--- config.mk ---
export PLATFORM = sky130hd
export DESIGN_NAME = pipe_hazard_ctrl
export DESIGN_NICKNAME = d
export VERILOG_FILES = /design/src/rtl/pipe_ctrl_pkg.sv /design/src/rtl/pipe_div_timer.sv /design/src/rtl/pipe_hazard_ctrl.sv
export SDC_FILE = /design/constraint.sdc
export NUM_CORES = 1
export LEC_CHECK = 0
export CORE_ASPECT_RATIO = 0.6
export CORE_MARGIN = 3
export CORE_UTILIZATION = 45
export DETAILED_ROUTE_END_ITERATION = 8
export HOLD_SLACK_MARGIN = 0.15
export PLACE_DENSITY_LB_ADDON = 0.1
export RECOVER_POWER = 50
export REMOVE_ABC_BUFFERS = 1
export SLEW_MARGIN = 30
export SYNTH_ARGS = -nofsm -noshare
export SYNTH_HDL_FRONTEND = slang
export SYNTH_SLANG_ARGS = --single-unit
--- constraint.sdc ---
create_clock -name clk_i -period 2 [get_ports clk_i]
set_input_delay 0.4 -clock clk_i [delete_from_list [all_inputs] [get_ports clk_i]]
set_output_delay 0.4 -clock clk_i [all_outputs]
set_load 0.05 [all_outputs]
--- src/rtl/pipe_ctrl_pkg.sv ---
// Shared definitions for the pipeline stall/flush sequencer and the pipeline registers.
package pipe_ctrl_pkg;

    // Sequencer states
    typedef enum logic [1:0] {
        ST_RUN      = 2'd0,
        ST_DIV      = 2'd1,
        ST_EXC_PEND = 2'd2
    } ctrl_state_e;

    // Pipeline register indices into stall/flush vectors
    localparam int STG_PC  = 0;
    localparam int STG_IF  = 1;
    localparam int STG_ID  = 2;
    localparam int STG_EX  = 3;
    localparam int STG_WB  = 4;
    localparam int STALL_W = 5;

    typedef logic [STALL_W-1:0] stage_vec_t;

    // Stall/flush shapes per hazard class: the stall bits cover the stages
    // up to the hazard, the flush bit lands on the first register that keeps moving.
    localparam stage_vec_t STALL_NONE  = 5'b00000;
    localparam stage_vec_t FLUSH_NONE  = 5'b00000;
    localparam stage_vec_t STALL_REDIR = 5'b00000;
    localparam stage_vec_t FLUSH_REDIR = 5'b11110;
    localparam stage_vec_t STALL_MEM   = 5'b01111;
    localparam stage_vec_t FLUSH_MEM   = 5'b10000;
    localparam stage_vec_t STALL_DIV   = 5'b00111;
    localparam stage_vec_t FLUSH_DIV   = 5'b01000;
    localparam stage_vec_t STALL_LU    = 5'b00011;
    localparam stage_vec_t FLUSH_LU    = 5'b00100;
    localparam stage_vec_t STALL_IF    = 5'b00001;
    localparam stage_vec_t FLUSH_IF    = 5'b00010;

endpackage

--- src/rtl/pipe_div_timer.sv ---
// Divider occupancy timer: loadable down-counter that saturates at zero.
module pipe_div_timer #(
    parameter int unsigned DIV_CYCLES = 36
) (
    input  logic clk_i,
    input  logic rst_ni,
    input  logic load_i,
    input  logic abort_i,
    input  logic dec_i,
    output logic zero_o
);

    localparam int CNT_W = $clog2(DIV_CYCLES + 1);
    localparam logic [CNT_W-1:0] LOAD_VAL = CNT_W'(DIV_CYCLES - 1);

    logic [CNT_W-1:0] cnt_q;

    // Abort wins over load, load wins over the per-cycle decrement
    always_ff @(posedge clk_i or negedge rst_ni) begin
        // NOTE: sequential state uses non-blocking assignments so every flop
        // samples pre-edge values regardless of statement order.
        if (!rst_ni) begin
            cnt_q <= '0;
        end else if (abort_i) begin
            cnt_q <= '0;
        end else if (load_i) begin
            cnt_q <= LOAD_VAL;
        end else if (dec_i && (cnt_q != '0)) begin
            cnt_q <= cnt_q - 1'b1;
        end
    end

    assign zero_o = (cnt_q == '0);

endmodule

--- src/rtl/pipe_hazard_ctrl.sv ---
// Central stall/flush sequencer: divider timing, exception redirect, hazard priority mux.
module pipe_hazard_ctrl
    import pipe_ctrl_pkg::*;
#(
    parameter int unsigned DIV_CYCLES = 36
) (
    input  logic               clk_i,
    input  logic               rst_ni,
    input  logic               if_req_stall_i,
    input  logic               id_load_use_i,
    input  logic               ex_div_start_i,
    input  logic               mem_req_stall_i,
    input  logic               exc_valid_i,
    input  logic [31:0]        exc_target_i,
    output logic [STALL_W-1:0] stall_o,
    output logic [STALL_W-1:0] flush_o,
    output logic               redirect_valid_o,
    output logic [31:0]        redirect_pc_o,
    output logic               div_busy_o,
    output logic               div_done_o
);

    ctrl_state_e state_q, state_d;
    logic [31:0] tgt_q, tgt_d;

    logic cnt_zero;
    logic timer_load, timer_abort, timer_dec;
    logic in_pend, redirect, div_stall;

    pipe_div_timer #(
        .DIV_CYCLES (DIV_CYCLES)
    ) u_div_timer (
        .clk_i   (clk_i),
        .rst_ni  (rst_ni),
        .load_i  (timer_load),
        .abort_i (timer_abort),
        .dec_i   (timer_dec),
        .zero_o  (cnt_zero)
    );

    // In EXC_PEND only the D-cache stall matters; a new exception is not accepted.
    assign in_pend   = (state_q == ST_EXC_PEND);
    assign redirect  = !mem_req_stall_i && (in_pend || exc_valid_i);
    assign div_stall = ((state_q == ST_RUN) && ex_div_start_i) ||
                       ((state_q == ST_DIV) && !cnt_zero);
    assign timer_dec = (state_q == ST_DIV);

    // State register and exception target latch
    always_ff @(posedge clk_i or negedge rst_ni) begin
        if (!rst_ni) begin
            state_q <= ST_RUN;
            tgt_q   <= '0;
        end else begin
            state_q <= state_d;
            tgt_q   <= tgt_d;
        end
    end

    // Next-state logic, divider timer control and target capture
    always_comb begin
        // NOTE: every output of this block gets a default first, so no path
        // leaves a variable unassigned and no latch is inferred.
        state_d     = state_q;
        tgt_d       = tgt_q;
        timer_load  = 1'b0;
        timer_abort = 1'b0;
        unique case (state_q)
            ST_RUN: begin
                if (exc_valid_i) begin
                    if (mem_req_stall_i) begin
                        state_d = ST_EXC_PEND;
                        tgt_d   = exc_target_i;
                    end
                end else if (ex_div_start_i) begin
                    timer_load = 1'b1;
                    state_d    = ST_DIV;
                end
            end
            ST_DIV: begin
                if (exc_valid_i) begin
                    timer_abort = 1'b1;
                    if (mem_req_stall_i) begin
                        state_d = ST_EXC_PEND;
                        tgt_d   = exc_target_i;
                    end else begin
                        state_d = ST_RUN;
                    end
                end else if (cnt_zero && !mem_req_stall_i) begin
                    state_d = ST_RUN;
                end
            end
            ST_EXC_PEND: begin
                if (!mem_req_stall_i) begin
                    state_d = ST_RUN;
                end
            end
            default: state_d = ST_RUN;
        endcase
    end

    // Priority output mux: redirect > mem stall > divider > load-use > fetch stall
    always_comb begin
        stall_o          = STALL_NONE;
        flush_o          = FLUSH_NONE;
        redirect_valid_o = 1'b0;
        redirect_pc_o    = '0;
        if (redirect) begin
            stall_o          = STALL_REDIR;
            flush_o          = FLUSH_REDIR;
            redirect_valid_o = 1'b1;
            redirect_pc_o    = in_pend ? tgt_q : exc_target_i;
        end else if (mem_req_stall_i) begin
            stall_o = STALL_MEM;
            flush_o = FLUSH_MEM;
        end else if (div_stall) begin
            stall_o = STALL_DIV;
            flush_o = FLUSH_DIV;
        end else if (!in_pend && id_load_use_i) begin
            stall_o = STALL_LU;
            flush_o = FLUSH_LU;
        end else if (!in_pend && if_req_stall_i) begin
            stall_o = STALL_IF;
            flush_o = FLUSH_IF;
        end
    end

    assign div_busy_o = (state_q == ST_DIV);
    assign div_done_o = (state_q == ST_DIV) && cnt_zero;

endmodule
### Yosys cells after proc, flatten, opt, wreduce, memory -nomap -nowiden

Index checks and enable logic that the tools add are counted.

| storage, ports and cells | value |
|---|---|
| flip-flop bits (word level) | 40 |
| bits of input ports | 39 |
| output and inout port bits | 45 |
| word-level logic and storage cells | 59 |

| operators by class | value |
|---|---|
| add/subtract/negate cells | 1 |
| equality and inequality tests | 6 |
| muxes and demuxes | 29 |
| reductions and logical operators | 20 |

Operators by type and width:

| kind | count |
|---|---|
| 32-bit 2-to-1 mux | 2 |
| 2-bit 2-to-1 mux | 9 |
| 6-bit 2-to-1 mux | 3 |
| 4-bit 2-to-1 mux | 3 |
| 5-bit 2-to-1 mux | 2 |
| 3-bit inequality test, second input constant | 3 |
| 1-bit logical AND | 8 |
| 1-bit 2-to-1 mux | 7 |
| 6-bit logical NOT | 1 |
| 3-bit 2-to-1 mux | 2 |
| 2-bit case mux with 3 select lines | 1 |
| 6-bit nonzero test | 1 |
| 6-bit by 1-bit subtractor with 6-bit output, second input constant | 1 |
| 4-bit AND reduction | 1 |
| 1-bit logical NOT | 3 |
| 3-bit AND reduction | 1 |
| 3-bit nonzero test | 1 |
| 2-bit by 1-bit == test with 1-bit output, second input constant | 1 |
| 2-bit == test, second input constant | 1 |
| 2-bit logical NOT | 1 |
| 1-bit logical OR | 2 |
| 2-bit inequality test, second input constant | 1 |
| 2-bit OR reduction | 1 |

### Depth between registers and ports, before layout

Gate-level depths: netlist of run 1.

| logic depth | value |
|---|---|
| word-level depth | 8 |
| depth in mapped cells | 8 |
| depth with buffers taken out | 7 |

### Modules after synthesis

A second synthesis of run 1 with hierarchy kept.

| second synthesis, totals | value |
|---|---|
| cell total of the unflattened synthesis | 255 |
| area, all modules | 2,381.0 um^2 |

Modules (own cells, without submodules):

| module | instances | cells an instance | area each (um^2) | sequential area each (um^2) |
|---|---|---|---|---|
| pipe_hazard_ctrl | 1 | 216 | 2,010.7 | 850.8 |
| pipe_div_timer | 1 | 39 | 370.4 | 150.1 |

### Least setup slack after synthesis of run 1

Ideal clock, no wire load.

| timing | value |
|---|---|
| path type | reg-to-output |
| start point | register u_div_timer.cnt_q[0] |
| end point | output flush_o[1] |
| arrival | 2,319 ps |
| path slack | -719 ps |
| stages on the path, launching flop included | 8 |
| buffers on the path | 0 |
| cells stage by stage | dfrtp_1 inv_1 ha_1 nor2b_1 nand3_1 a21oi_1 inv_1 a21oi_1 |

| on the way | value |
|---|---|
| longest elaborated chain between the ends | 7 |

Ends and longest elaborated chain:

| what | RTL line | source |
|---|---|---|
| from (decl) | pipe_div_timer.sv:16 | `logic [CNT_W-1:0] cnt_q;` |
| from (signal assigned) | pipe_div_timer.sv:29 | `cnt_q <= cnt_q - 1'b1;` |
| 6-bit logical NOT | pipe_div_timer.sv:33 | `assign zero_o = (cnt_q == '0);` |
| 1-bit logical NOT | pipe_hazard_ctrl.sv:45 | `((state_q == ST_DIV) && !cnt_zero);` |
| 1-bit logical AND | pipe_hazard_ctrl.sv:45 |  |
| 1-bit logical OR | pipe_hazard_ctrl.sv:44 | `assign div_stall = ((state_q == ST_RUN) && ex_div_start_i) \|\|` |
| 4-bit 2-to-1 mux | pipe_hazard_ctrl.sv:115 | `end else if (div_stall) begin` |
| 5-bit 2-to-1 mux | pipe_hazard_ctrl.sv:112 | `end else if (mem_req_stall_i) begin` |
| 5-bit 2-to-1 mux | pipe_hazard_ctrl.sv:107 | `if (redirect) begin` |
| to (decl) | pipe_hazard_ctrl.sv:16 | `output logic [STALL_W-1:0] flush_o,` |

Every way passes these cells.

### Final worst setup path of run 1

| timing | value |
|---|---|
| start point | register u_div_timer.cnt_q[3] |
| end point | output flush_o[2] |

The elaborated chain is that of the path after synthesis.

==> flow_summary.rst, run 1 <==
.. list-table::
   :header-rows: 1

   * - Metric
     - Value
   * - Status
     - finished, violations left
   * - Violations in the final reports
     - negative setup slack
   * - Post-synthesis average cell area
     - roughly 9.4 um2
   * - Crit-path max cell delay
     - around 0.48 ns
   * - Die Width
     - around 100 um
   * - Critical Path Sink Type
     - primary output
   * - Terminus of the critical flop-to-flop path
     - u_div_timer.cnt_q[3]
   * - Largest voltage drop on the vdd net
     - roughly 0.00070 V
   * - Final Routed Wirelength
     - ~13 mm
   * - Global-route congestion overflow total
     - 0
   * - Worst hold path type
     - in2async
   * - Flip-flop and latch count after synthesis
     - 40
   * - WL per Instance
     - approximately 31 um
   * - Compound-Gate Fraction of Synth Area
     - about 16%
   * - Part of the Yosys area used for sequential elements
     - about 42%
   * - Initial antenna violation count
     - 0
   * - Simple-gate portion of the synthesized area
     - between 10% and 20%
   * - Commonest cells in the netlist
     - sky130_fd_sc_hd__nand2_1, sky130_fd_sc_hd__dfrtp_1, sky130_fd_sc_hd__mux2_2, sky130_fd_sc_hd__a21oi_2
   * - Primary flip-flop cell chosen by synthesis mapping
     - sky130_fd_sc_hd__dfrtp_1
   * - Portion of synthesized cell area occupied by the leading cell type
     - between 40% and 50%
   * - Post-synthesis async set-or-reset flop share
     - 100%
   * - ANT nets after route
     - 0
   * - Post-synthesis mux area share
     - approximately 16%
   * - Synth Instances
     - 254
   * - Total number of vias
     - around 2,800
   * - Top fanout value on the critical path
     - 4
   * - CTS max path bufs
     - 2
   * - Clk slew on worst S/H paths
     - 0.08 ns
   * - Biggest area contributors in the synthesized netlist
     - sky130_fd_sc_hd__dfrtp_1, sky130_fd_sc_hd__mux2_2, sky130_fd_sc_hd__nand2_1, sky130_fd_sc_hd__a21oi_2, sky130_fd_sc_hd__buf_6
   * - Number of primary I/O pins
     - 84
   * - Final critical delay including setup and external delays
     - roughly 2.3 ns
   * - Worst reg2reg path depth
     - 7
   * - Number of distinct library cells after synthesis
     - 34
   * - Clock root buffer
     - sky130_fd_sc_hd__clkbuf_8
   * - TritonCTS clock tree
     - yes
   * - Top-count cell post-synth
     - sky130_fd_sc_hd__nand2_1
   * - Die height
     - roughly 62 um
   * - Yosys warnings
     - 0
   * - Final worst-path setup slack
     - -0.345 ns
   * - Total CTS buffers
     - 5
   * - Area Overhead vs Synth
     - 97.4%
   * - Total standard cell area after synthesis
     - roughly 0.0024 mm2
   * - Port Buf Inserts
     - ~80
   * - Ratio of cells with drive above 1 in the final layout
     - 54.9%
   * - Iteration count of the initial detailed-routing pass
     - 7
   * - Wire length of the first global-routing pass
     - about 17 mm
   * - Setup repair after global routing missed its margin
     - yes
   * - Core outline area
     - slightly below 0.005 mm2
   * - Data arrival at the endpoint of the critical path
     - approximately 2.0 ns
   * - Start-to-end type of the worst setup path
     - reg2out
   * - Half-perimeter wire length of the detailed placement result
     - approximately 4.7 mm
   * - Number of DRC violations after detailed-routing iteration 0
     - between 300 and 400
   * - Worst slew slack as a fraction of its limit
     - ~30%
   * - Total power divided by cell area
     - a little under 800 mW/mm2
   * - Minimum hold slack
     - approximately 0.36 ns
   * - Pin count of the biggest net entering global routing
     - 41
   * - Final estimated routing congestion in global placement
     - between 0.8 and 0.9
   * - Total of endpoints with negative setup slack in the final report
     - 41
   * - Internal reg-to-reg setup slack
     - 0.05 ns
   * - Leakage
     - about 1.9 nW
   * - Upper clock frequency limit
     - 426 MHz
   * - Critical path startpoint category
     - flop
   * - Antenna diodes
     - 0
   * - Sequence of cells on the critical path
     - nor3_2 > nand3_4 > a21oi_4 > inv_4 > nor2_4 > buf_12
   * - Number of nets in the layout
     - about 410
   * - Largest family of logic cells by synthesized area
     - simple AND/OR/NAND/NOR gates
   * - Synthesized-area fraction occupied by xor and xnor cells
     - 0.736%
   * - Number of clock sinks
     - 40
   * - Routed via count divided by cell count
     - ~6.6
   * - Slew @ Worst Pin
     - about 1.1 ns
   * - Max H-tree Level
     - 2
   * - Crit share post-route
     - 117%
   * - Number of synthesized flops with an enable pin
     - 0
   * - Residual DRC count
     - 0
   * - Reg-to-Reg Start
     - u_div_timer.cnt_q[1]
   * - Final core utilization
     - 97.4%
   * - Post-synth top area cell
     - sky130_fd_sc_hd__dfrtp_1
   * - Clk Latency, worst-skew pair
     - roughly 0.32 ns
   * - Total Neg Setup Slack
     - -8.63 ns
   * - Number of cell rows
     - 19
   * - Count of endpoints failing hold in the final timing report
     - 0
   * - Post-Route Skew
     - 0.00592 ns
   * - Req. time, crit path
     - 1.60 ns
   * - Adder-cell area share of the yosys netlist
     - less than 1%
   * - Via count of the first global-routing pass
     - approximately 2,900
   * - Slowest CP cell
     - sky130_fd_sc_hd__dfrtp_1
   * - Starting utilization of the core area
     - about 49%
   * - Count of final max-slew check failures
     - 0
   * - Area of the die
     - between 0.006 and 0.007 mm2
   * - Global Route Usage Sum
     - 34.9%
   * - Reported max-cap violation count
     - 0
## worst max-delay path: cells and delay by family, from the launching register on
kind                   cells  cell delay [ns]
and+or+nand+nor            3             0.68
DFF                        1             0.48
AOI/OAI and AO/OA          1             0.23
buffers and inverters      2             0.23
## how the worst max path moves through the flow
stage                          from          endpoint  slack [ns]
5_1_grt        u_div_timer.cnt_q[0]        flush_o[2]       -0.37
6_report       u_div_timer.cnt_q[3]        flush_o[2]       -0.35
2_1_floorplan            state_q[1]  redirect_pc_o[0]       -1.10
4_1_cts        u_div_timer.cnt_q[0]        flush_o[1]       -0.16
3_5_place_dp            exc_valid_i  redirect_pc_o[1]       -0.29
3_3_place_gp            exc_valid_i  redirect_pc_o[1]       -0.26
## flip-flops by register name, indices dropped and copies added, names as in the netlist
name / flops
tgt_q: 32
u_div_timer.cnt_q: 6
state_q: 2
## placed cells by master, fill, tap and decap left out, drive strengths merged
master and n:
nor3b 1, and3 1, o21bai 1, dlygate4sd2 1
nand2b 4, a211oi 2, o21a 1, nand3b 2
nand3 1, inv 5, clkinv 1, dfrtp 40
clkdlybuf4s50 36, bufbuf 1, a21oi 36, conb 2
xnor2 2, o311ai 2, nand2 71, nor2 8
or3 3, mux2 32, and2 1, nor3 5
mux2i 1, ha 1, bufinv 1, o21ai 7
nor2b 3, buf 82, clkbuf 11, or2 1
## stage by stage
stage | area (um2) | worst slack (ns) | cells | power (mW)
after global routing | 4700 | -0.373 | 429 | 3.69
after global placement | 3790 | -0.264 | 401 | 2.27
final | 4700 | -0.345 | 429 | 3.63
after CTS | 4490 | -0.159 | 421 | 3.27
after detailed placement | 3790 | -0.292 | 401 | 2.31
after floorplan | 2250 | -1.10 | 234 | 1.71
## power by group
part	internal, mW	switching (mW)
combinational	0.794	0.944
clock	0.441	0.328
sequential	0.972	0.153
total	2.21	1.43
## per-layer routing
layer	global-route usage [%]	share of wire, %
met3	10.3	12
met2	61.0	45
met4	14.8	7.6
met5	0	0
met1	39.4	35
## final cells by class
type                            count  area (um2)
Inverter                            6        37.5
Multi-Input combinational cell    188        1650
Fill cell                          71         126
Timing Repair Buffer              124        1810
Clock inverter                      1        30.0
Clock buffer                        7        96.3
Tap cell                           63        78.8
Sequential cell                    40        1000
## cell families after synthesis
| kind of cell | count (synthesis) |
|---|---|
| compound gates | 49 |
| xor+xnor | 2 |
| fa+ha+maj | 1 |
| buf+inv | 27 |
| flops | 40 |
| mux | 33 |
| other cells | 1 |
| simple gates | 101 |
## timing repair
action / 4_1_cts / 5_1_grt
pin swaps: 7 / 37
gates cloned: 6 / 3
endpoints found under the setup margin: 41 / 41
resized for setup: 68 / 34
setup buffers: 7 / 6
hold buffers: 0 / 0
No activity file was read; power rests on OpenSTA's default activity.
==> run 2: changes to the inputs <==
Settings changed: SYNTH_HIERARCHICAL set to 1.
==> flow_summary.rst, run 2 <==
.. list-table::
   :header-rows: 1

   * - Metric
     - Value
   * - Status
     - aborted with a tool error
   * - Stage reached
     - global routing (5_1_grt)
   * - Tool Error
     - [ERROR DPL-0038] Utilization greater than 100%, impossible to legalize
   * - Starting utilization of the core area
     - about half
   * - Number of distinct library cells after synthesis
     - 44
   * - Max H-tree Level
     - 2
   * - Clock root buffer
     - sky130_fd_sc_hd__clkbuf_8
   * - Type of pin the worst path ends at
     - top-level output
   * - Biggest area contributors in the synthesized netlist
     - sky130_fd_sc_hd__dfrtp_1, sky130_fd_sc_hd__mux2_2, sky130_fd_sc_hd__nand2_1, sky130_fd_sc_hd__a21oi_1, sky130_fd_sc_hd__buf_6
   * - Die height
     - slightly above 60 um
   * - CTS max path bufs
     - 2
   * - Total CTS buffers
     - 5
   * - Number of cell rows
     - 19
   * - Worst slack after detailed placement
     - -0.280 ns
   * - Number of primary I/O pins
     - between 80 and 90
   * - Half-perimeter wire length of the detailed placement result
     - approximately 5.2 mm
   * - Flip-flop and latch count after synthesis
     - 40
   * - Post-synth top area cell
     - sky130_fd_sc_hd__dfrtp_1
   * - Portion of synthesized cell area occupied by the leading cell type
     - between 40% and 50%
   * - Die Width
     - 99.9 um
   * - Number of clock sinks
     - 40
   * - Number of synthesized flops with an enable pin
     - 0
   * - Post-synthesis average cell area
     - 9.34 um2
   * - Yosys warnings
     - 6
   * - Post-synthesis async set-or-reset flop share
     - 100%
   * - Endpoint pin with the least setup slack after global-route repair
     - flush_o[1]
   * - Port Buf Inserts
     - roughly 80
   * - Part of the Yosys area used for sequential elements
     - 42.0%
   * - Primary flip-flop cell chosen by synthesis mapping
     - sky130_fd_sc_hd__dfrtp_1
   * - Instance count after placement with tap cells included
     - 409
   * - Synth Instances
     - 255
   * - Commonest cells in the netlist
     - sky130_fd_sc_hd__nand2_1, sky130_fd_sc_hd__dfrtp_1, sky130_fd_sc_hd__a21oi_1, sky130_fd_sc_hd__mux2_2, sky130_fd_sc_hd__buf_2
   * - Total standard cell area after synthesis
     - 0.00238 mm2
   * - Top-count cell post-synth
     - sky130_fd_sc_hd__nand2_1
   * - Final estimated routing congestion in global placement
     - 0.854
   * - Pin count of the biggest net entering global routing
     - 41
-- run 2: cell count changes after synthesis, moves of 3 or more --
cell / delta
sky130_fd_sc_hd__a21oi_1: +28
sky130_fd_sc_hd__a21oi_2: -29
sky130_fd_sc_hd__buf_6: +3
sky130_fd_sc_hd__clkbuf_1: -5
sky130_fd_sc_hd__nand2_1: -3
sky130_fd_sc_hd__nor3_1: -3
-- run 2: timing repair --
item / in CTS
pin swaps: 10
cloned: 3
hold buffers: 0
buffers inserted: 23
resized for setup: 109
setup endpoints to repair: 41
-- run 2: cell families after synthesis --
logic type | after synthesis | synth area share, %
other cells | 1 | 0.157
compound gates | 57 | 15.3
buf+inv | 28 | 7.93
simple gates | 95 | 18.3
fa+ha+maj | 2 | 1.05
mux | 32 | 15.1
flops | 40 | 42.0
-- run 2: through the flow --
step	instance area, um2	hold WS (ns)	setup TNS (ns)	utilization (%)
detailed placement	3790	0.482	-6.09	78.6
global placement	3790	0.474	-4.54	78.6
floorplan	2220	0.104	-22.47	-
CTS	4690	0.183	-5.75	97.3
==> run 3: changes to the inputs <==
Settings changed: CORE_ASPECT_RATIO 0.6 to not set, CORE_UTILIZATION 45 to 40, HOLD_SLACK_MARGIN 0.15 to not set, PLACE_DENSITY_LB_ADDON 0.1 to 0.15.
==> flow_summary.rst, run 3 <==
.. list-table::
   :header-rows: 1

   * - Metric
     - Value
   * - Largest voltage drop on the vdd net
     - roughly 0.00052 V
   * - Routed via count divided by cell count
     - around 5.4
   * - Post-Route Skew
     - approximately 0.0066 ns
   * - Number of synthesized flops with an enable pin
     - 0
   * - Biggest area contributors in the synthesized netlist
     - sky130_fd_sc_hd__dfrtp_1, sky130_fd_sc_hd__mux2_2, sky130_fd_sc_hd__nand2_1, sky130_fd_sc_hd__a21oi_1, sky130_fd_sc_hd__buf_6
   * - Number of distinct library cells after synthesis
     - between 40 and 50
   * - Data arrival at the endpoint of the critical path
     - 1.95 ns
   * - Crit share post-route
     - 117%
   * - Cell-internal power
     - around 2.4 mW
   * - Worst slack after detailed placement
     - -0.197 ns
   * - Critical Path Sink Type
     - primary output
   * - Port Buf Inserts
     - between 80 and 90
   * - Post-synthesis average cell area
     - approximately 9.3 um2
   * - Portion of synthesized cell area occupied by the leading cell type
     - between 40% and 50%
   * - Flip-flop and latch count after synthesis
     - 40
   * - Count of filler cells inserted in the layout
     - 280
   * - Req. time, crit path
     - between 1.5 and 2 ns
   * - Area Overhead vs Synth
     - 98.8%
   * - Leading cell type in the layout, fill and taps excluded
     - sky130_fd_sc_hd__nand2_1
   * - Most frequent cells in the layout
     - sky130_fd_sc_hd__nand2_1, sky130_fd_sc_hd__buf_12, sky130_fd_sc_hd__dfrtp_1
   * - Starting utilization of the core area
     - a little over two fifths
   * - Residual DRC count
     - 0
   * - Total standard cell area after synthesis
     - between 0.002 and 0.0025 mm2
   * - Max H-tree Level
     - 2
   * - Hold-fix buffers, CTS
     - 0
   * - Setup repair after global routing missed its margin
     - yes
   * - Global Route Usage Sum
     - a little under a quarter
   * - Post-synth top area cell
     - sky130_fd_sc_hd__dfrtp_1
   * - Crit-path max cell delay
     - 0.41 ns
   * - Relative contribution of combinational cells to total power
     - a little over half
   * - Global-route congestion overflow total
     - 0
   * - Critical path startpoint category
     - flop
   * - Number of primary I/O pins
     - between 80 and 90
   * - Core outline area
     - ~0.0056 mm2
   * - Slew @ Worst Pin
     - ~1.4 ns
   * - Number of flip-flops under the largest register name
     - 32
   * - Upper clock frequency limit
     - between 400 and 500 MHz
   * - Primary flip-flop cell chosen by synthesis mapping
     - sky130_fd_sc_hd__dfrtp_1
   * - Count of final max-slew check failures
     - 0
   * - Wire length of the first global-routing pass
     - around 13 mm
   * - Total CTS buffers
     - 5
   * - Final critical delay including setup and external delays
     - roughly 2.3 ns
   * - Minimum hold slack
     - roughly 0.39 ns
   * - Register name with the most flops
     - tgt_q
   * - Initial antenna violation count
     - 0
   * - CTS max path bufs
     - 2
   * - Leakage
     - about 2.0 nW
   * - Die height
     - 83.2 um
   * - Worst slew slack as a fraction of its limit
     - 8.43%
   * - Start-to-end type of the worst setup path
     - reg2out
   * - Total number of vias
     - ~2,400
   * - Total power divided by cell area
     - 824 mW/mm2
   * - Clk Latency, worst-skew pair
     - between 0.3 and 0.4 ns
   * - Clock root buffer
     - sky130_fd_sc_hd__clkbuf_8
   * - Number of nets in the layout
     - 417
   * - Number of DRC violations after detailed-routing iteration 0
     - approximately 130
   * - Area of the die
     - 0.00691 mm2
   * - Biggest registers after layout
     - tgt_q x32, u_div_timer/cnt_q x6, state_q x2
   * - WL per Instance
     - 18.4 um
   * - TritonCTS clock tree
     - yes
   * - Iteration count of the initial detailed-routing pass
     - 4
   * - ANT nets after route
     - 0
   * - Violations in the final reports
     - negative setup slack
   * - Status
     - finished, violations left
   * - Number of cell rows
     - 27
   * - Antenna diodes
     - 0
   * - Top-count cell post-synth
     - sky130_fd_sc_hd__nand2_1
   * - Final Routed Wirelength
     - about 8.3 mm
   * - Power dissipated by switching net loads
     - 1.46 mW
   * - Half-perimeter wire length of the detailed placement result
     - 4.78 mm
   * - Slowest CP cell
     - sky130_fd_sc_hd__or3_4
   * - Worst hold path type
     - in2async
   * - Number of clock sinks
     - 40
   * - Part of the Yosys area used for sequential elements
     - a little over two fifths
   * - Net switching share of the total power
     - between 30 and 40%
   * - Final worst-path setup slack
     - -0.347 ns
   * - Clk slew on worst S/H paths
     - 0.09 ns
   * - Synth Instances
     - approximately 260
   * - Ratio of cells with drive above 1 in the final layout
     - around 52%
   * - Die Width
     - roughly 83 um
   * - Share of power burned in registers
     - 29.4%
   * - Clock network fraction of design power
     - 18.5%
   * - Via count of the first global-routing pass
     - 2,559
   * - Commonest cells in the netlist
     - sky130_fd_sc_hd__nand2_1, sky130_fd_sc_hd__dfrtp_1, sky130_fd_sc_hd__a21oi_1, sky130_fd_sc_hd__mux2_2, sky130_fd_sc_hd__buf_2
   * - Post-synthesis async set-or-reset flop share
     - 100%
   * - Reported max-cap violation count
     - 0
   * - Total of endpoints with negative setup slack in the final report
     - slightly above 40
   * - Final estimated routing congestion in global placement
     - ~0.84
   * - Top fanout value on the critical path
     - 3
   * - Sequence of cells on the critical path
     - or3_4 > nor2_4 > a21oi_2 > o22a_1 > o41ai_2 > buf_4
   * - Yosys warnings
     - 6
   * - Count of endpoints failing hold in the final timing report
     - 0
   * - Pin count of the biggest net entering global routing
     - 25
## run 3: cell counts after synthesis
No cell type changed its count.
## run 3: timing repair
| item | CTS | global route |
|---|---|---|
| buffers inserted | 14 | 4 |
| endpoints found under the setup margin | 41 | 42 |
| pin swaps | 9 | 18 |
| gates cloned | 3 | 2 |
| resized for setup | 98 | 24 |
## run 3: layer usage
metal / global-route usage (%) / part of all wire [%] / up-vias
met4: 5.94 / 1.2 / 0
met5: 0 / 0 / -
met1: 29.7 / 43 / 1212
li1: - / - / 1117
met2: 38.4 / 50 / 82
met3: 5.65 / 6.3 / 7
## run 3: kinds of logic (layout without fill, tap and decap cells)
logic type | count (synthesis) | count (layout) | share of synthesized area, %
other | 1 | 2 | 0.157
buffers and inverters | 28 | 148 | 7.93
adders and majority gates | 2 | 2 | 1.05
and+or+nand+nor | 95 | 95 | 18.3
DFF | 40 | 40 | 42.0
muxes | 32 | 32 | 15.1
AOI/OAI and AO/OA | 57 | 58 | 15.3
## run 3: worst max-delay path, delay by kind of cell (launching register included)
family / cells / cell delay (ns)
AO/OA/AOI/OAI: 3 / 0.49
AND/OR/NAND/NOR: 2 / 0.52
flip-flops: 1 / 0.40
buffers and inverters: 1 / 0.24
## run 3: final timing paths
path	from	to	slack (ns)	depth (start not counted)
min in group clk_i	tgt_q[2]	tgt_q[2]	0.50	1
setup reg to reg	state_q[0]	u_div_timer/cnt_q[5]	0.12	5
hold reg to reg	tgt_q[2]	tgt_q[2]	0.50	1
setup / recovery	u_div_timer/cnt_q[4]	flush_o[1]	-0.35	6
max in group asynchronous	rst_ni	tgt_q[6]	0.56	2
hold / removal	rst_ni	tgt_q[9]	0.39	1
## run 3: cell type report
cell class              instances  area [um2]  share of cell area [%]
repair buffers                134        1790                    37.9
multi-input cells             189        1700                    35.9
flip-flops and latches         40        1000                    21.2
well taps                      72        90.1                    1.90
clock buffers                   6        82.6                    1.74
clock inverters                 2        38.8                   0.819
inverters                       6        25.0                   0.529
## run 3: power groups by stage
stage	combinational [mW]	clock [mW]	sequential, mW
after floorplan	0.789	0	1.10
after global placement	1.50	0	1.12
after detailed placement	1.53	0	1.13
after CTS	1.92	0.719	1.11
after global routing	2.13	0.758	1.17
final	2.03	0.722	1.15
## run 3: per-stage QoR
step           util [%]  power (mW)  cell area (um2)  std cells  TNS, ns
3_3_place_gp       67.5        2.62             3810        419    -5.03
4_1_cts            81.3        3.75             4590        444    -4.71
6_report           83.9        3.90             4730        449    -6.53
2_1_floorplan         -        1.89             2220        234   -22.47
3_5_place_dp       67.5        2.66             3810        419    -5.61
5_1_grt            83.9        4.06             4730        449    -8.51
